===== config.mk =====
export PLATFORM = sky130hd
export DESIGN_NAME = cla_pipe_adder
export DESIGN_NICKNAME = d
export VERILOG_FILES = /design/src/rtl/cla_pkg.sv /design/src/rtl/cla_seg.sv /design/src/rtl/cla_pipe_adder.sv
export SDC_FILE = /design/constraint.sdc
export NUM_CORES = 1
export LEC_CHECK = 0
export BUFFER_PORTS_ARGS = -buffer_cell sky130_fd_sc_hd__buf_4
export CAP_MARGIN = 20
export CORE_MARGIN = 2
export CORE_UTILIZATION = 45
export CTS_BUF_LIST = sky130_fd_sc_hd__clkbuf_4 sky130_fd_sc_hd__clkbuf_8
export DETAILED_ROUTE_END_ITERATION = 8
export PLACE_DENSITY = 0.78
export SLEW_MARGIN = 20
export SYNTH_ARGS = -nofsm -noshare
export SYNTH_HDL_FRONTEND = slang
export SYNTH_SLANG_ARGS = --single-unit

===== constraint.sdc =====
create_clock -name clk -period 8.8 [get_ports clk]
set_input_delay 1.32 -clock clk [delete_from_list [all_inputs] [get_ports clk]]
set_output_delay 1.32 -clock clk [all_outputs]
set_load 0.02 [all_outputs]

===== src/rtl/cla_pkg.sv =====
// Purpose: shared types and helpers for the pipelined carry-lookahead adder.
// Latency: n/a (types and pure functions only).
// Backpressure: n/a.
package cla_pkg;

  // Generate/propagate pair for one bit or one group of bits.
  typedef struct packed {
    logic g;
    logic p;
  } cla_gp_t;

  // Identity element of the merge operator: nothing generated, everything propagates.
  localparam cla_gp_t CLA_GP_ID = '{g: 1'b0, p: 1'b1};

  // Brent-Kung operator: combine a more significant span (hi) with a less significant one (lo).
  function automatic cla_gp_t cla_merge(input cla_gp_t hi, input cla_gp_t lo);
    cla_gp_t r;
    r.g = hi.g | (hi.p & lo.g);
    r.p = hi.p & lo.p;
    return r;
  endfunction

  // Bits handled by each pipeline stage.
  function automatic int cla_seg_width(input int width, input int stages);
    return width / stages;
  endfunction

endpackage


===== src/rtl/cla_seg.sv =====
// Purpose: combinational carry-lookahead adder for one pipeline segment.
// Latency: 0 cycles (pure logic).
// Backpressure: none; the enclosing stage register decides when the result is captured.
module cla_seg
  import cla_pkg::*;
#(
  parameter int SEG   = 32,
  parameter int BLOCK = 4
) (
  input  logic [SEG-1:0] a,
  input  logic [SEG-1:0] b,
  input  logic           ci,
  output logic [SEG-1:0] s,
  output logic           co,
  output logic           c_msb
);

  localparam int NGRP = SEG / BLOCK;

  cla_gp_t [SEG-1:0]  bit_gp;
  logic    [SEG-1:0]  p_vec;
  cla_gp_t [NGRP-1:0] grp_gp;
  logic    [NGRP-1:0] grp_ci;
  logic    [SEG-1:0]  c;

  // Per-bit generate/propagate.
  always_comb begin
    bit_gp = '0;
    p_vec  = '0;
    for (int i = 0; i < SEG; i++) begin
      bit_gp[i].g = a[i] & b[i];
      bit_gp[i].p = a[i] ^ b[i];
      p_vec[i]    = a[i] ^ b[i];
    end
  end

  // Reduce each BLOCK-bit group to a single generate/propagate pair.
  always_comb begin
    cla_gp_t acc;
    acc    = CLA_GP_ID;
    grp_gp = '0;
    for (int j = 0; j < NGRP; j++) begin
      acc = CLA_GP_ID;
      for (int i = 0; i < BLOCK; i++) begin
        acc = cla_merge(bit_gp[j*BLOCK+i], acc);
      end
      grp_gp[j] = acc;
    end
  end

  // Lookahead across groups: carry into every group and out of the segment.
  always_comb begin
    cla_gp_t pre;
    pre    = CLA_GP_ID;
    grp_ci = '0;
    for (int j = 0; j < NGRP; j++) begin
      grp_ci[j] = pre.g | (pre.p & ci);
      pre       = cla_merge(grp_gp[j], pre);
    end
    co = pre.g | (pre.p & ci);
  end

  // Short ripple inside each group, seeded by the lookahead carry for that group.
  always_comb begin
    c = '0;
    for (int j = 0; j < NGRP; j++) begin
      c[j*BLOCK] = grp_ci[j];
      for (int i = 0; i < BLOCK - 1; i++) begin
        c[j*BLOCK+i+1] = bit_gp[j*BLOCK+i].g | (bit_gp[j*BLOCK+i].p & c[j*BLOCK+i]);
      end
    end
  end

  assign s     = p_vec ^ c;
  assign c_msb = c[SEG-1];

endmodule


===== src/rtl/cla_pipe_adder.sv =====
// Purpose: pipelined carry-lookahead add/subtract with carry-out and signed overflow.
// Latency: STAGES cycles from accept to out_valid; one beat per cycle sustained.
// Backpressure: valid/ready chain; in_ready is combinational from out_ready, empty stages always fill.
module cla_pipe_adder
  import cla_pkg::*;
#(
  parameter int WIDTH  = 64,
  parameter int BLOCK  = 4,
  parameter int STAGES = 2
) (
  input  logic             clk,
  input  logic             rst_n,
  input  logic             in_valid,
  output logic             in_ready,
  input  logic [WIDTH-1:0] a,
  input  logic [WIDTH-1:0] b,
  input  logic             cin,
  input  logic             sub,
  output logic             out_valid,
  input  logic             out_ready,
  output logic [WIDTH-1:0] sum,
  output logic             cout,
  output logic             ovf
);

  localparam int SEG = cla_seg_width(WIDTH, STAGES);

  if (WIDTH % (STAGES * BLOCK) != 0) begin : g_bad_param
    $error("cla_pipe_adder: WIDTH must be a multiple of STAGES*BLOCK");
  end

  logic [WIDTH-1:0] bx;
  logic             c0;

  // Subtraction is a + ~b + 1, so the carry-in is forced and the user cin is ignored.
  always_comb begin
    bx = sub ? ~b : b;
    c0 = sub ? 1'b1 : cin;
  end

  for (genvar k = 0; k < STAGES; k++) begin : g_st
    // Operand bits not yet summed when entering this stage, and result bits final after it.
    localparam int OPW = WIDTH - k * SEG;
    localparam int RW  = (k + 1) * SEG;

    logic [OPW-1:0] in_a;
    logic [OPW-1:0] in_b;
    logic           in_c;
    logic           in_v;
    logic [RW-1:0]  r_new;
    logic [SEG-1:0] seg_s;
    logic           seg_co;
    logic           seg_cmsb;
    logic           rdy;
    logic           rdy_nxt;
    logic           load;
    logic           v_q, v_d;
    logic           c_q, c_d;
    logic [RW-1:0]  r_q, r_d;

    if (k == 0) begin : g_in
      assign in_a  = a;
      assign in_b  = bx;
      assign in_c  = c0;
      assign in_v  = in_valid;
      assign r_new = seg_s;
    end else begin : g_in
      assign in_a  = g_st[k-1].g_ops.a_q;
      assign in_b  = g_st[k-1].g_ops.b_q;
      assign in_c  = g_st[k-1].c_q;
      assign in_v  = g_st[k-1].v_q;
      assign r_new = {seg_s, g_st[k-1].r_q};
    end

    if (k == STAGES - 1) begin : g_rdy
      assign rdy_nxt = out_ready;
    end else begin : g_rdy
      assign rdy_nxt = g_st[k+1].rdy;
    end

    // A stage can take a new beat when it is empty or its occupant moves on this cycle.
    assign rdy  = !v_q | rdy_nxt;
    assign load = rdy & in_v;

    cla_seg #(
      .SEG   (SEG),
      .BLOCK (BLOCK)
    ) u_seg (
      .a     (in_a[SEG-1:0]),
      .b     (in_b[SEG-1:0]),
      .ci    (in_c),
      .s     (seg_s),
      .co    (seg_co),
      .c_msb (seg_cmsb)
    );

    // Valid follows upstream whenever ready; data is captured only for real beats.
    always_comb begin
      v_d = v_q;
      c_d = c_q;
      r_d = r_q;
      if (rdy) begin
        v_d = in_v;
      end
      if (load) begin
        c_d = seg_co;
        r_d = r_new;
      end
    end

    // Stage state register.
    always_ff @(posedge clk) begin
      if (!rst_n) begin
        v_q <= 1'b0;
        c_q <= 1'b0;
        r_q <= '0;
      end else begin
        v_q <= v_d;
        c_q <= c_d;
        r_q <= r_d;
      end
    end

    if (k < STAGES - 1) begin : g_ops
      logic [OPW-SEG-1:0] a_q, a_d;
      logic [OPW-SEG-1:0] b_q, b_d;

      // Forward only the operand bits that later stages still have to add.
      always_comb begin
        a_d = a_q;
        b_d = b_q;
        if (load) begin
          a_d = in_a[OPW-1:SEG];
          b_d = in_b[OPW-1:SEG];
        end
      end

      // Staggered operand register.
      always_ff @(posedge clk) begin
        if (!rst_n) begin
          a_q <= '0;
          b_q <= '0;
        end else begin
          a_q <= a_d;
          b_q <= b_d;
        end
      end
    end else begin : g_last
      logic ovf_q, ovf_d;

      // Overflow needs both carries around the top bit, which only the last segment sees.
      always_comb begin
        ovf_d = ovf_q;
        if (load) begin
          ovf_d = seg_co ^ seg_cmsb;
        end
      end

      // Overflow flag register.
      always_ff @(posedge clk) begin
        if (!rst_n) begin
          ovf_q <= 1'b0;
        end else begin
          ovf_q <= ovf_d;
        end
      end
    end
  end

  assign in_ready  = g_st[0].rdy;
  assign out_valid = g_st[STAGES-1].v_q;
  assign cout      = g_st[STAGES-1].c_q;
  assign sum       = g_st[STAGES-1].r_q;
  assign ovf       = g_st[STAGES-1].g_last.ovf_q;

endmodule


* Word level (Yosys, flattened, before mapping)
Index checks and enable logic that the tools add are counted.
W data, S select, Z words.
** Storage, ports and cells
- RAM bits :: 0
- Memories kept :: 0
- Input port bits :: 134
- Flip-flop bits (word level) :: 165
- Output and inout bits :: 68
- Bits in read-only memories :: 0
- Bits in latches :: 0
** Cells by class
- Multiply operators :: 0
- $add $sub $neg :: 0
- Eq/ne operators :: 0
- Reduce and logical (&&, ||, !) cells :: 2
- Bitwise gates (word level) :: 450
- Mux-type cells :: 2
- Shifts and indexed selects :: 0
- Order comparisons :: 0
- Div/mod/pow operators :: 0
** Operators by type and width (number)
- $and A1 B1 Y1 :: 254
- $or A1 B1 Y1 :: 128
- $xor A1 B1 Y1 :: 65
- $mux W64 :: 1
- $not A64 Y64 :: 1
- $xor A32 B32 Y32 :: 2
- $logic_not A1 Y1 :: 2
- $mux W1 :: 1

* Logic depth before layout (Yosys ltp)
Gate-level depths: netlist (run 1).
- Depth in word-level cells :: 29
- Depth in mapped cells :: 16
- Gate-level depth less buffers :: 14

* Hierarchy
From an unflattened synthesis (run 1), not the netlist that was laid out.
** Unflattened totals
- Cell total of the unflattened synthesis :: 1043
- Area, all modules :: 9628.0 sq um
** Modules (own cells, without submodules)
- cla_pipe_adder :: area an instance 6922.9 sq um, seq. area each 3303.2 sq um, instances 1, cells an instance 775
- cla_seg :: area an instance 1352.5 sq um, seq. area each 0.0 sq um, instances 2, cells an instance 134

* Worst setup path before layout (run 1)
Ideal clock, no wire load.
- Path type :: input-to-reg
- Start point :: input sub
- End point :: register g_st[0].r_q[23]
- Stages :: 16
- Buffers on the path :: 2
- Arrival :: 4.677 ns
- Setup slack :: 4.053 ns
- Data required time :: 8.730 ns
- Library setup time :: 0.070 ns
- Cell sequence :: buf_2 buf_2 xor2_1 ha_1 a21oi_1 a211oi_1 nor3_2 a21oi_1 a21oi_1 o21ba_1 fa_1 fa_1 fa_1 xnor2_1 nand2_1 a21oi_1
** Between the ends
- Longest elaborated chain between the ends :: 24
- Elaborated cells on any way between the ends :: 115
** RTL lines
- start, declared :: line cla_pipe_adder.sv:18 : input logic sub,
- $mux W64 :: line cla_pipe_adder.sv:37 : bx = sub ? ~b : b;
- $xor A1 B1 Y1 / $and A1 B1 Y1 (equally long branches) :: line cla_seg.sv:32, cla_seg.sv:31
- $and A1 B1 Y1 :: line cla_pkg.sv:18 : r.g = hi.g | (hi.p & lo.g);
- $or A1 B1 Y1 :: line cla_pkg.sv:18
- $and A1 B1 Y1 :: line cla_pkg.sv:18
- $or A1 B1 Y1 :: line cla_pkg.sv:18
- $and A1 B1 Y1 :: line cla_pkg.sv:18
- $or A1 B1 Y1 :: line cla_pkg.sv:18
- [... 8 more ...]
- $or A1 B1 Y1 :: line cla_seg.sv:57 : grp_ci[j] = pre.g | (pre.p & ci);
- $and A1 B1 Y1 :: line cla_seg.sv:69 : c[j*BLOCK+i+1] = bit_gp[j*BLOCK+i].g | (bit_gp[j*BLOCK+i].p & c[j*BLOCK+i]);
- $or A1 B1 Y1 :: line cla_seg.sv:69
- $and A1 B1 Y1 :: line cla_seg.sv:69
- $or A1 B1 Y1 :: line cla_seg.sv:69
- $and A1 B1 Y1 :: line cla_seg.sv:69
- $or A1 B1 Y1 :: line cla_seg.sv:69
- $xor A32 B32 Y32 (*) :: line cla_seg.sv:74 : assign s = p_vec ^ c;
- end signal, assigned :: line cla_pipe_adder.sv:120 : r_q <= r_d;
- end, declared :: line cla_pipe_adder.sv:59 : logic [RW-1:0] r_q, r_d;
Every way passes the cells marked *; elsewhere a longest branch is shown, timed or not.
A chain may end at the register's enable or synchronous reset.

* Worst setup path after layout (run 1)
Ends and elaborated chain as after synthesis.

==> impl_metrics.csv, run 1 <==
group,metric,value,unit
sta,fin_crit,5.100,ns
global_routing,antenna_found_initial,0,
sta,relSlewSlack,27.75,%
clock_tree,htreeDepth,4,
final_layout,final_nets,1431,
yosys,synth_fa_ha_area_share,19.63,%
yosys,ys_ff_latch,165,
sta,fin_setup_tns,0,ns
pwr,p_clk_share,30.9,%
final_layout,final_common_cell,"nand2_1",
setup_path,path_class,"input pin to flop",
setup_path,worstReg2RegEnd,"ovf$_SDFFE_PN0P_",
global_routing,grt_usage,20.57,%
sta,hold_viol,0,
setup_path,reg2reg_depth,14,
yosys,synth-compound-area-share,16.23,%
global_routing,grt_max_degree,87,
sta,timing.fmax,0.1961,GHz
clock_tree,post_cts_buffers,0,
yosys,yosys_warnings,0,
final_layout,area_delta_synth_final,22.50,%
yosys,yosys-top-cells-area,"dfxtp_1 37%, fa_1 11%, ha_1 8.9%",
yosys,muxShareOfSynthArea,0,%
pwr,powerDensity,165.7,nW/um2
yosys,synth_ff_type,"dfxtp_1",
pwr,totalPowerFinal,1.822,mW
pwr,p_leak,4.938,nW
drt,antenna_left,0,
floorplanning,die_h,145.2,um
yosys,seq_area_frac_synth,36.80,%
final_layout,antennaDiodeCount,0,
setup_path,cp.arrival,5.47,ns
clock_tree,hold_buffers,0,
yosys,yosys.area_share.simple,13.93,%
final_layout,nFillCells,1789,
clock_tree,insertion_delay,0.44,ns
final_layout,final_cell_mix,"206 x nand2_1, 205 x buf_4, 165 x dfxtp_1",
sta,tightest_slew,1.084,ns
yosys,synth_top_family_by_area,"adder cells",
yosys,synthDistinctLibCells,45,
placement,globalplace.congestion,0.8844,
pwr,swShare,29.26,%
drt,via_count,7385,
final_layout,seq_area,3303,um2
pwr,intPower,1.289,mW
global_routing,grt_pass1_wl,35550,um
hold_path,min_path_cells,2,
yosys,async_flop_share,0,%
setup_path,setup.worst_path.start_class,"input pin",
drt,drtPass1Iterations,5,
final_layout,drive_gt1_share,20.84,%
sta,skew,0.008457,ns
floorplanning,ios,202,
setup_path,crit_fanout,66,
yosys,synthXorXnorAreaFrac,7.904,%
yosys,synth_edf_count,0,
sta,setup-violations-final,0,
pwr,p_seq_share,46.2,%
sta,slew_violations,0,
setup_path,required,9.17,ns
drt,detail_route.iter0.violations,239,
drt,routed_via_density,5.058,
hold_path,hp-class,"flop to flop",
global_routing,gr-total-overflow,0,
yosys,netlist.area_leader.share,36.80,%
placement,hpwl,15570,um
yosys,yosys.area.top_type,"dfxtp_1",
setup_path,r2r-start,"g_st[0].g_ops.a_q[7]$_SDFFE_PN0P_",
run,maxCapViolCount,0,
yosys,syn_inst,1022,
placement,io_buffers,201,
clock_tree,cts_resized,0,
pwr,switchingPower,0.5333,mW
floorplanning,row_count,51,
setup_path,r2r_slack,4.98,ns
global_routing,first_global_vias,7253,
clock_tree,cts_sinks,165,
pwr,comb_power_share,22.9,%
drt,wl_per_cell,14.68,um
floorplanning,core,19530,um2
clock_tree,cts-root-buf,"clkbuf_8",
sta,min_period_over_period,57.95,%
yosys,netlist_area,8976,um2
final_layout,multi_input_area,5192,um2
clock_tree,cts_buffer_depth,2,
hold_path,min_to,"sum[4]$_SDFFE_PN0P_",
pwr,ir_drop,0.07240,mV
hold_path,min_from,"g_st[0].r_q[4]$_SDFFE_PN0P_",
drt,finalWirelength,21430,um
drt,drc,0,
clock_tree,cts_tree,"built",
yosys,postSynthAreaPerCell,8.783,um2
floorplanning,initial_utilization,45.97,%
clock_tree,path_clk_slew,0.08,ns
floorplanning,dieArea,21090,um2
yosys,synth_nets,1268,
setup_path,end_kind,"flop",
run_status,status,"completed",
clock_tree,cts-buffers-inserted,17,
floorplanning,die_w,145.2,um
sta,rsz0062_at_grt,"no",
synthesized netlist by cell type, types with 3 or more instances:
cell type and count:
xor2_1 34, nor2b_1 3, dfxtp_1 165, inv_1 58
buf_1 4, a21o_1 9, buf_6 3, a21oi_1 125
a211oi_2 3, fa_1 48, clkbuf_1 33, buf_2 21
xnor2_1 47, nand4_1 9, nand3_1 5, a211oi_1 68
nor2_1 78, ha_1 64, nand2_1 207, o21ai_0 11
sequential cells by signal, summed over array words and instances, names as in the netlist:
name / cells
g_st.r_q: 32
g_st.g_ops.b_q: 32
g_st.c_q: 1
g_st.g_ops.a_q: 32
out_valid: 1
g_st.v_q: 1
ovf: 1
cout: 1
sum: 64
critical path: stages:
cell and delay [ns]:
buf_4 0.79, xor2_1 0.21, ha_1 0.39, a21oi_1 0.12, a211oi_1 0.30, nor3_2 0.12
a21oi_1 0.20, a21oi_1 0.13, o21ba_1 0.21, fa_1 0.41, fa_1 0.43, fa_1 0.42
xnor2_1 0.14, nand2_1 0.07, a21oi_1 0.16
stage by stage:
stage	util [%]	instances	setup slack [ns]	hold WS [ns]	instance area, um2
finish	56.31	1460	3.700	0.4541	11000
global route	56.31	1460	3.422	0.4698	11000
CTS	56.31	1460	3.742	0.4550	11000
detailed placement	54.22	1431	3.275	0.4428	10590
global placement	54.22	1431	3.364	0.4355	10590
floorplan	-	1022	4.053	0.4321	8976
power groups by stage:
| stage | Sequential [mW] | Clock [mW] | Combinational [mW] |
|---|---|---|---|
| after global routing | 0.849 | 0.606 | 0.474 |
| after floorplan | 0.869 | 0 | 0.264 |
| after detailed placement | 0.859 | 0 | 0.420 |
| final | 0.841 | 0.563 | 0.418 |
| after global placement | 0.857 | 0 | 0.405 |
| after CTS | 0.841 | 0.579 | 0.422 |
metal layers:
metal / share of wire, % / up-vias / global-route usage [%]
met4: 1.0 / 0 / 5.931
li1: - / 3728 / -
met2: 47 / 212 / 33.60
met5: 0 / - / 0
met3: 5.9 / 20 / 4.654
met1: 46 / 3425 / 27.36
cells by family after synthesis:
group,count (synthesis)
compound gates,233
xor+xnor,81
fa+ha+maj,112
buf+inv,119
flops,165
simple gates,312
worst max path at each step:
stage | from | endpoint | slack [ns] | cells after the start
finish | sub | g_st[0].r_q[23]$_SDFFE_PN0P_ | 3.70 | 15
global route | sub | g_st[0].r_q[23]$_SDFFE_PN0P_ | 3.42 | 15
CTS | sub | g_st[0].r_q[31]$_SDFFE_PN0P_ | 3.74 | 14
detailed placement | sub | g_st[0].r_q[31]$_SDFFE_PN0P_ | 3.28 | 14
global placement | sub | g_st[0].r_q[23]$_SDFFE_PN0P_ | 3.36 | 15
floorplan | sub | g_st[0].r_q[23]$_SDFFE_PN0P_ | 4.05 | 16
final cells by class:
type                            instances  share of cell area (%)
Multi-Input combinational cell        738                   47.22
Sequential cell                       165                   30.04
Timing Repair Buffer                  205                   14.00
Tap cell                              265                   3.015
Clock buffer                           23                   2.879
Inverter                               58                   2.003
Clock inverter                          6                  0.8421
Power figures use the tool's default switching activity.
==> run 2, diff against run 1 <==
PLACE_DENSITY = 0.81   (was 0.78)
clock period = 4.4 ns   (was 8.8 ns; I/O delays follow)
==> impl_metrics.csv, run 2 (synthesis results as in run 1) <==
group,metric,value,unit
final_layout,design_area,11010,um2
drt,drc,0,
setup_path,path_cells,"buf_4, buf_4, xor2_1, ha_1, nand4_1, or3_1, a211oi_2, o41ai_2, fa_1, fa_1, fa_1, xnor2_1, nand2_1, a21oi_1",
final_layout,final_nets,1437,
final_layout,antennaDiodeCount,0,
setup_path,crit_fanout,20,
clock_tree,htreeDepth,4,
global_routing,grt_max_degree,102,
setup_path,crit_top_cell,"fa_1",
clock_tree,hold_buffers,0,
floorplanning,die_h,145.2,um
setup_path,cp.arrival,4.25,ns
placement,place_inst,1437,
clock_tree,path_clk_slew,0.08,ns
global_routing,gr-total-overflow,0,
sta,min_period_over_period,88.16,%
setup_path,worstReg2RegEnd,"ovf$_SDFFE_PN0P_",
pwr,ir_drop,0.1287,mV
hold_path,hp-class,"input pin to flop",
hold_path,min_from,"in_valid",
run_status,status,"completed",
floorplanning,core,19530,um2
final_layout,final_common_cell,"buf_4",
sta,slew_violations,0,
clock_tree,insertion_delay,0.45,ns
drt,wl_per_cell,15.15,um
setup_path,end_kind,"flop",
clock_tree,cts-buffers-inserted,17,
global_routing,grt_usage,21.35,%
clock_tree,cts_tree,"built",
clock_tree,cts_sinks,165,
setup_path,slowest_stage,"fa_1",
sta,fin_setup_tns,0,ns
sta,timing.fmax,0.2578,GHz
clock_tree,cts_resized,0,
final_layout,post-route-util,56.40,%
sta,fin_crit,3.879,ns
sta,relSlewSlack,31.13,%
setup_path,max_stage_delay,0.44,ns
hold_path,min_path_cells,3,
setup_path,reg2reg_depth,14,
drt,antenna_left,0,
drt,drtPass1Iterations,5,
pwr,powerDensity,325.2,nW/um2
floorplanning,die_w,145.2,um
floorplanning,initial_utilization,45.97,%
final_layout,area_delta_synth_final,22.69,%
final_layout,final_cell_mix,"209 x buf_4, 206 x nand2_1, 165 x dfxtp_1",
placement,postPlaceCellArea,10660,um2
floorplanning,row_count,51,
placement,hpwl,16340,um
setup_path,r2r-start,"g_st[0].g_ops.a_q[7]$_SDFFE_PN0P_",
sta,skew,0.01485,ns
drt,detail_route.iter0.violations,313,
drt,via_count,7502,
global_routing,antenna_found_initial,0,
final_layout,nFillCells,1815,
pwr,p_leak,4.952,nW
final_layout,stdcell_count,1463,
final_layout,drive_gt1_share,21.04,%
clock_tree,cts-root-buf,"clkbuf_8",
global_routing,first_global_vias,7534,
sta,tightest_slew,1.033,ns
clock_tree,cts_buffer_depth,2,
sta,hold_viol,0,
setup_path,r2r_slack,0.56,ns
placement,io_buffers,201,
floorplanning,ios,202,
setup_path,required,4.77,ns
clock_tree,post_cts_buffers,0,
setup_path,path_class,"input pin to flop",
final_layout,largest_reg_flops,64,
sta,rsz0062_at_grt,"no",
setup_path,setup.worst_path.start_class,"input pin",
drt,finalWirelength,22160,um
run,maxCapViolCount,0,
sta,setup-violations-final,0,
placement,globalplace.congestion,0.9024,
hold_path,min_to,"g_st[0].v_q$_SDFFE_PN0N_",
floorplanning,dieArea,21090,um2
global_routing,grt_pass1_wl,36680,um
drt,routed_via_density,5.128,
## run 2: cell types whose count changed in the layout (fill, tap and decap cells not counted), sizes merged
cell	previous run	this run
buf	205	211
inv	59	58
clkbuf	23	21
## run 2: metrics by stage
stage	hold WS, ns	setup slack [ns]	total power, mW
final	0.4478	0.5210	3.582
after global routing	0.4273	0.3290	3.788
after CTS	0.4168	0.5697	3.616
after detailed placement	0.4443	0.08582	2.574
after global placement	0.4360	0.1983	2.537
after floorplan	0.4321	0.3129	2.266
## run 2: critical path, delay by kind of cell
family / cells / cell delay, ns
adders and majority gates: 4 / 1.61
AOI/OAI and AO/OA: 3 / 0.64
and+or+nand+nor: 3 / 0.60
buffers and inverters: 2 / 0.52
xor gates and xnor gates: 2 / 0.24
## run 2: layer usage
| metal | vias up | GRT usage (%) | wire (um) |
|---|---|---|---|
| li1 | 3724 | - | - |
| met1 | 3521 | 27.21 | 9774 |
| met2 | 223 | 35.62 | 10630 |
| met3 | 34 | 4.811 | 1343 |
| met4 | 0 | 7.598 | 416 |
| met5 | - | 0 | 0 |
## run 2: worst max path at each step
stage,startpoint,endpoint,cells after the start
6_report,sub,g_st[0].r_q[31]$_SDFFE_PN0P_,14
5_1_grt,g_st[0].g_ops.a_q[7]$_SDFFE_PN0P_,ovf$_SDFFE_PN0P_,13
4_1_cts,g_st[0].g_ops.a_q[7]$_SDFFE_PN0P_,ovf$_SDFFE_PN0P_,14
3_5_place_dp,sub,g_st[0].r_q[31]$_SDFFE_PN0P_,14
3_3_place_gp,sub,g_st[0].r_q[31]$_SDFFE_PN0P_,14
2_1_floorplan,sub,g_st[0].r_q[23]$_SDFFE_PN0P_,16
## run 2: layout make-up
cell class / instances / area (um2) / area share, %
Clock buffer: 21 / 276.5 / 2.511
Clock inverter: 5 / 80.08 / 0.7271
Inverter: 58 / 220.2 / 2.000
Multi-Input combinational cell: 738 / 5192 / 47.15
Sequential cell: 165 / 3303 / 29.99
Tap cell: 265 / 331.6 / 3.011
Timing Repair Buffer: 211 / 1609 / 14.61
## run 2: report_power, final
| part | switching [mW] | internal [mW] |
|---|---|---|
| sequential | 0.0786 | 1.60 |
| combinational | 0.463 | 0.393 |
| clock | 0.517 | 0.527 |
==> run 3, diff against run 2 <==
CORE_MARGIN = 1   (was 2)
GPL_TIMING_DRIVEN = 0   (was not set)
==> impl_metrics.csv, run 3 (synthesis results as in run 1) <==
group,metric,value,unit
setup_path,critPathBufInv,3,
sta,rsz0062_at_grt,"no",
global_routing,grt_pass1_wl,38070,um
global_routing,grtUsageMet1,29.19,%
sta,holdWs,0.4280,ns
drt,routed_via_density,5.181,
drt,detail_route.iter0.violations,369,
drt,wl_per_cell,16.12,um
clock_tree,path_clk_slew,0.09,ns
global_routing,grt_use_met2,41.67,%
floorplanning,row_count,51,
drt,finalWirelength,24460,um
clock_tree,cts_sinks,165,
drt,via_count,7859,
drt,antenna_left,0,
global_routing,gr-total-overflow,0,
clock_tree,insertion_delay,0.48,ns
final_layout,seq_area,3303,um2
setup_path,setup.worst_path.start_class,"input pin",
pwr,powerDensity,338.2,nW/um2
setup_path,max_stage_delay,0.43,ns
final_layout,final_nets,1488,
floorplanning,dieArea,20520,um2
setup_path,slowest_stage,"fa_1",
sta,setup-violations-final,0,
clock_tree,cts-buffers-inserted,17,
sta,slew_violations,0,
final_layout,final_common_cell,"nand2_1",
sta,tightest_slew,0.8745,ns
sta,setup_ws,0.1760,ns
placement,dpl_worst_slack,-0.5211,ns
setup_path,r2r_slack,0.48,ns
sta,min_period_over_period,96.00,%
floorplanning,core,19530,um2
floorplanning,ios,202,
setup_path,path_cells,"buf_4, clkbuf_4, buf_4, xor2_1, ha_1, nand4_1, a211oi_1, nor3_2, a21oi_1, a21oi_1, o21ba_1, fa_1, fa_1, fa_1, xnor2_1, nand2_1, a21oi_1",
floorplanning,initial_utilization,45.97,%
floorplanning,die_w,143.2,um
hold_path,min_to,"g_st[0].g_ops.a_q[8]$_SDFFE_PN0P_",
sta,fin_crit,4.224,ns
setup_path,crit_family,"adder cells",
global_routing,top_usage_layer,"met2",
final_layout,area_delta_synth_final,25.62,%
global_routing,gr-usage-met3,6.975,%
setup_path,reg2reg_depth,14,
setup_path,worstReg2RegEnd,"ovf$_SDFFE_PN0P_",
setup_path,required,4.80,ns
global_routing,antenna_found_initial,0,
final_layout,final_cell_mix,"207 x nand2_1, 203 x buf_4, 165 x dfxtp_1",
clock_tree,cts_tree,"built",
drt,drtPass1Iterations,6,
sta,hold_viol,0,
clock_tree,hold_buffers,0,
run,maxCapViolCount,0,
hold_path,min_from,"a[40]",
final_layout,largest_reg_flops,64,
sta,skew,0.01232,ns
final_layout,drive_gt1_share,21.09,%
run_status,status,"completed",
global_routing,grt_usage,24.57,%
floorplanning,die_h,143.2,um
global_routing,grt_max_degree,17,
sta,fin_setup_tns,0,ns
sta,relSlewSlack,41.70,%
global_routing,first_global_vias,7625,
final_layout,nFillCells,1739,
hold_path,min_path_cells,3,
final_layout,multi_input_area,5177,um2
drt,drc,0,
clock_tree,htreeDepth,4,
setup_path,crit_fanout,10,
setup_path,path_class,"input pin to flop",
sta,timing.fmax,0.2367,GHz
setup_path,end_kind,"flop",
clock_tree,cts-root-buf,"clkbuf_8",
setup_path,r2r-start,"g_st[0].g_ops.a_q[7]$_SDFFE_PN0P_",
final_layout,antennaDiodeCount,0,
clock_tree,cts_buffer_depth,2,
hold_path,hp-class,"input pin to flop",
placement,globalplace.congestion,0.9259,
placement,hpwl,19290,um
pwr,ir_drop,0.1601,mV
placement,io_buffers,201,
pwr,p_leak,5.076,nW
setup_path,cp.arrival,4.62,ns
==> run 3: changes by cell type in the layout (fill, tap and decap cells not counted), moves of 2 or more <==
cell	change
buf_12	-2
clkbuf_1	+33
buf_1	+4
clkbuf_4	+2
buf_6	+3
buf_2	+16
buf_4	-6
bufinv_16	+3
==> run 3: layout make-up <==
cell class              count  area share, %
well taps                 265          2.941
inverters                  58          1.931
clock inverters             9          1.576
flip-flops and latches    165          29.29
plain buffers              61          2.574
multi-input cells         738          45.92
repair buffers            201          13.38
clock buffers              20          2.386
==> run 3: timing repair <==
action | CTS | global route
resized for setup | 1 | 5
setup endpoints to repair | 3 | 5
buffers inserted | 0 | 0
==> run 3: per-stage QoR <==
stage	power (mW)	util, %	instances	instance area, um2
2_1_floorplan	2.266	-	1022	8976
3_5_place_dp	2.599	55.40	1488	10820
4_1_cts	3.828	57.70	1517	11270
3_3_place_gp	2.567	55.40	1488	10820
5_1_grt	4.005	57.75	1517	11280
6_report	3.814	57.75	1517	11280
==> run 3: how the worst max path moves through the flow <==
stage / start / to / slack, ns / cells after the start
after floorplan: sub / g_st[0].r_q[23]$_SDFFE_PN0P_ / 0.31 / 16
after global placement: sub / g_st[0].r_q[23]$_SDFFE_PN0P_ / -0.45 / 17
after detailed placement: sub / g_st[0].r_q[23]$_SDFFE_PN0P_ / -0.52 / 17
after CTS: sub / g_st[0].r_q[23]$_SDFFE_PN0P_ / 0.03 / 17
after global routing: sub / g_st[0].r_q[31]$_SDFFE_PN0P_ / 0.02 / 16
final: sub / g_st[0].r_q[23]$_SDFFE_PN0P_ / 0.18 / 17
==> run 3: worst register-to-register path, delay by kind of cell (launching register included) <==
| family | cells | cell delay, ns |
|---|---|---|
| fa+ha+maj | 4 | 1.57 |
| compound gates | 7 | 1.47 |
| simple gates | 3 | 0.44 |
| flops | 1 | 0.33 |
==> run 3: power breakdown <==
part           internal [mW]  switching (mW)  leakage (nW)
sequential              1.60          0.0792          1.36
clock                  0.701           0.546         0.216
combinational          0.398           0.486          3.50
==> run 3: layer usage <==
metal	vias up	share of wire [%]
li1	3838	-
met1	3697	41
met2	272	48
met3	52	8.1
met4	0	2.9
met5	-	0
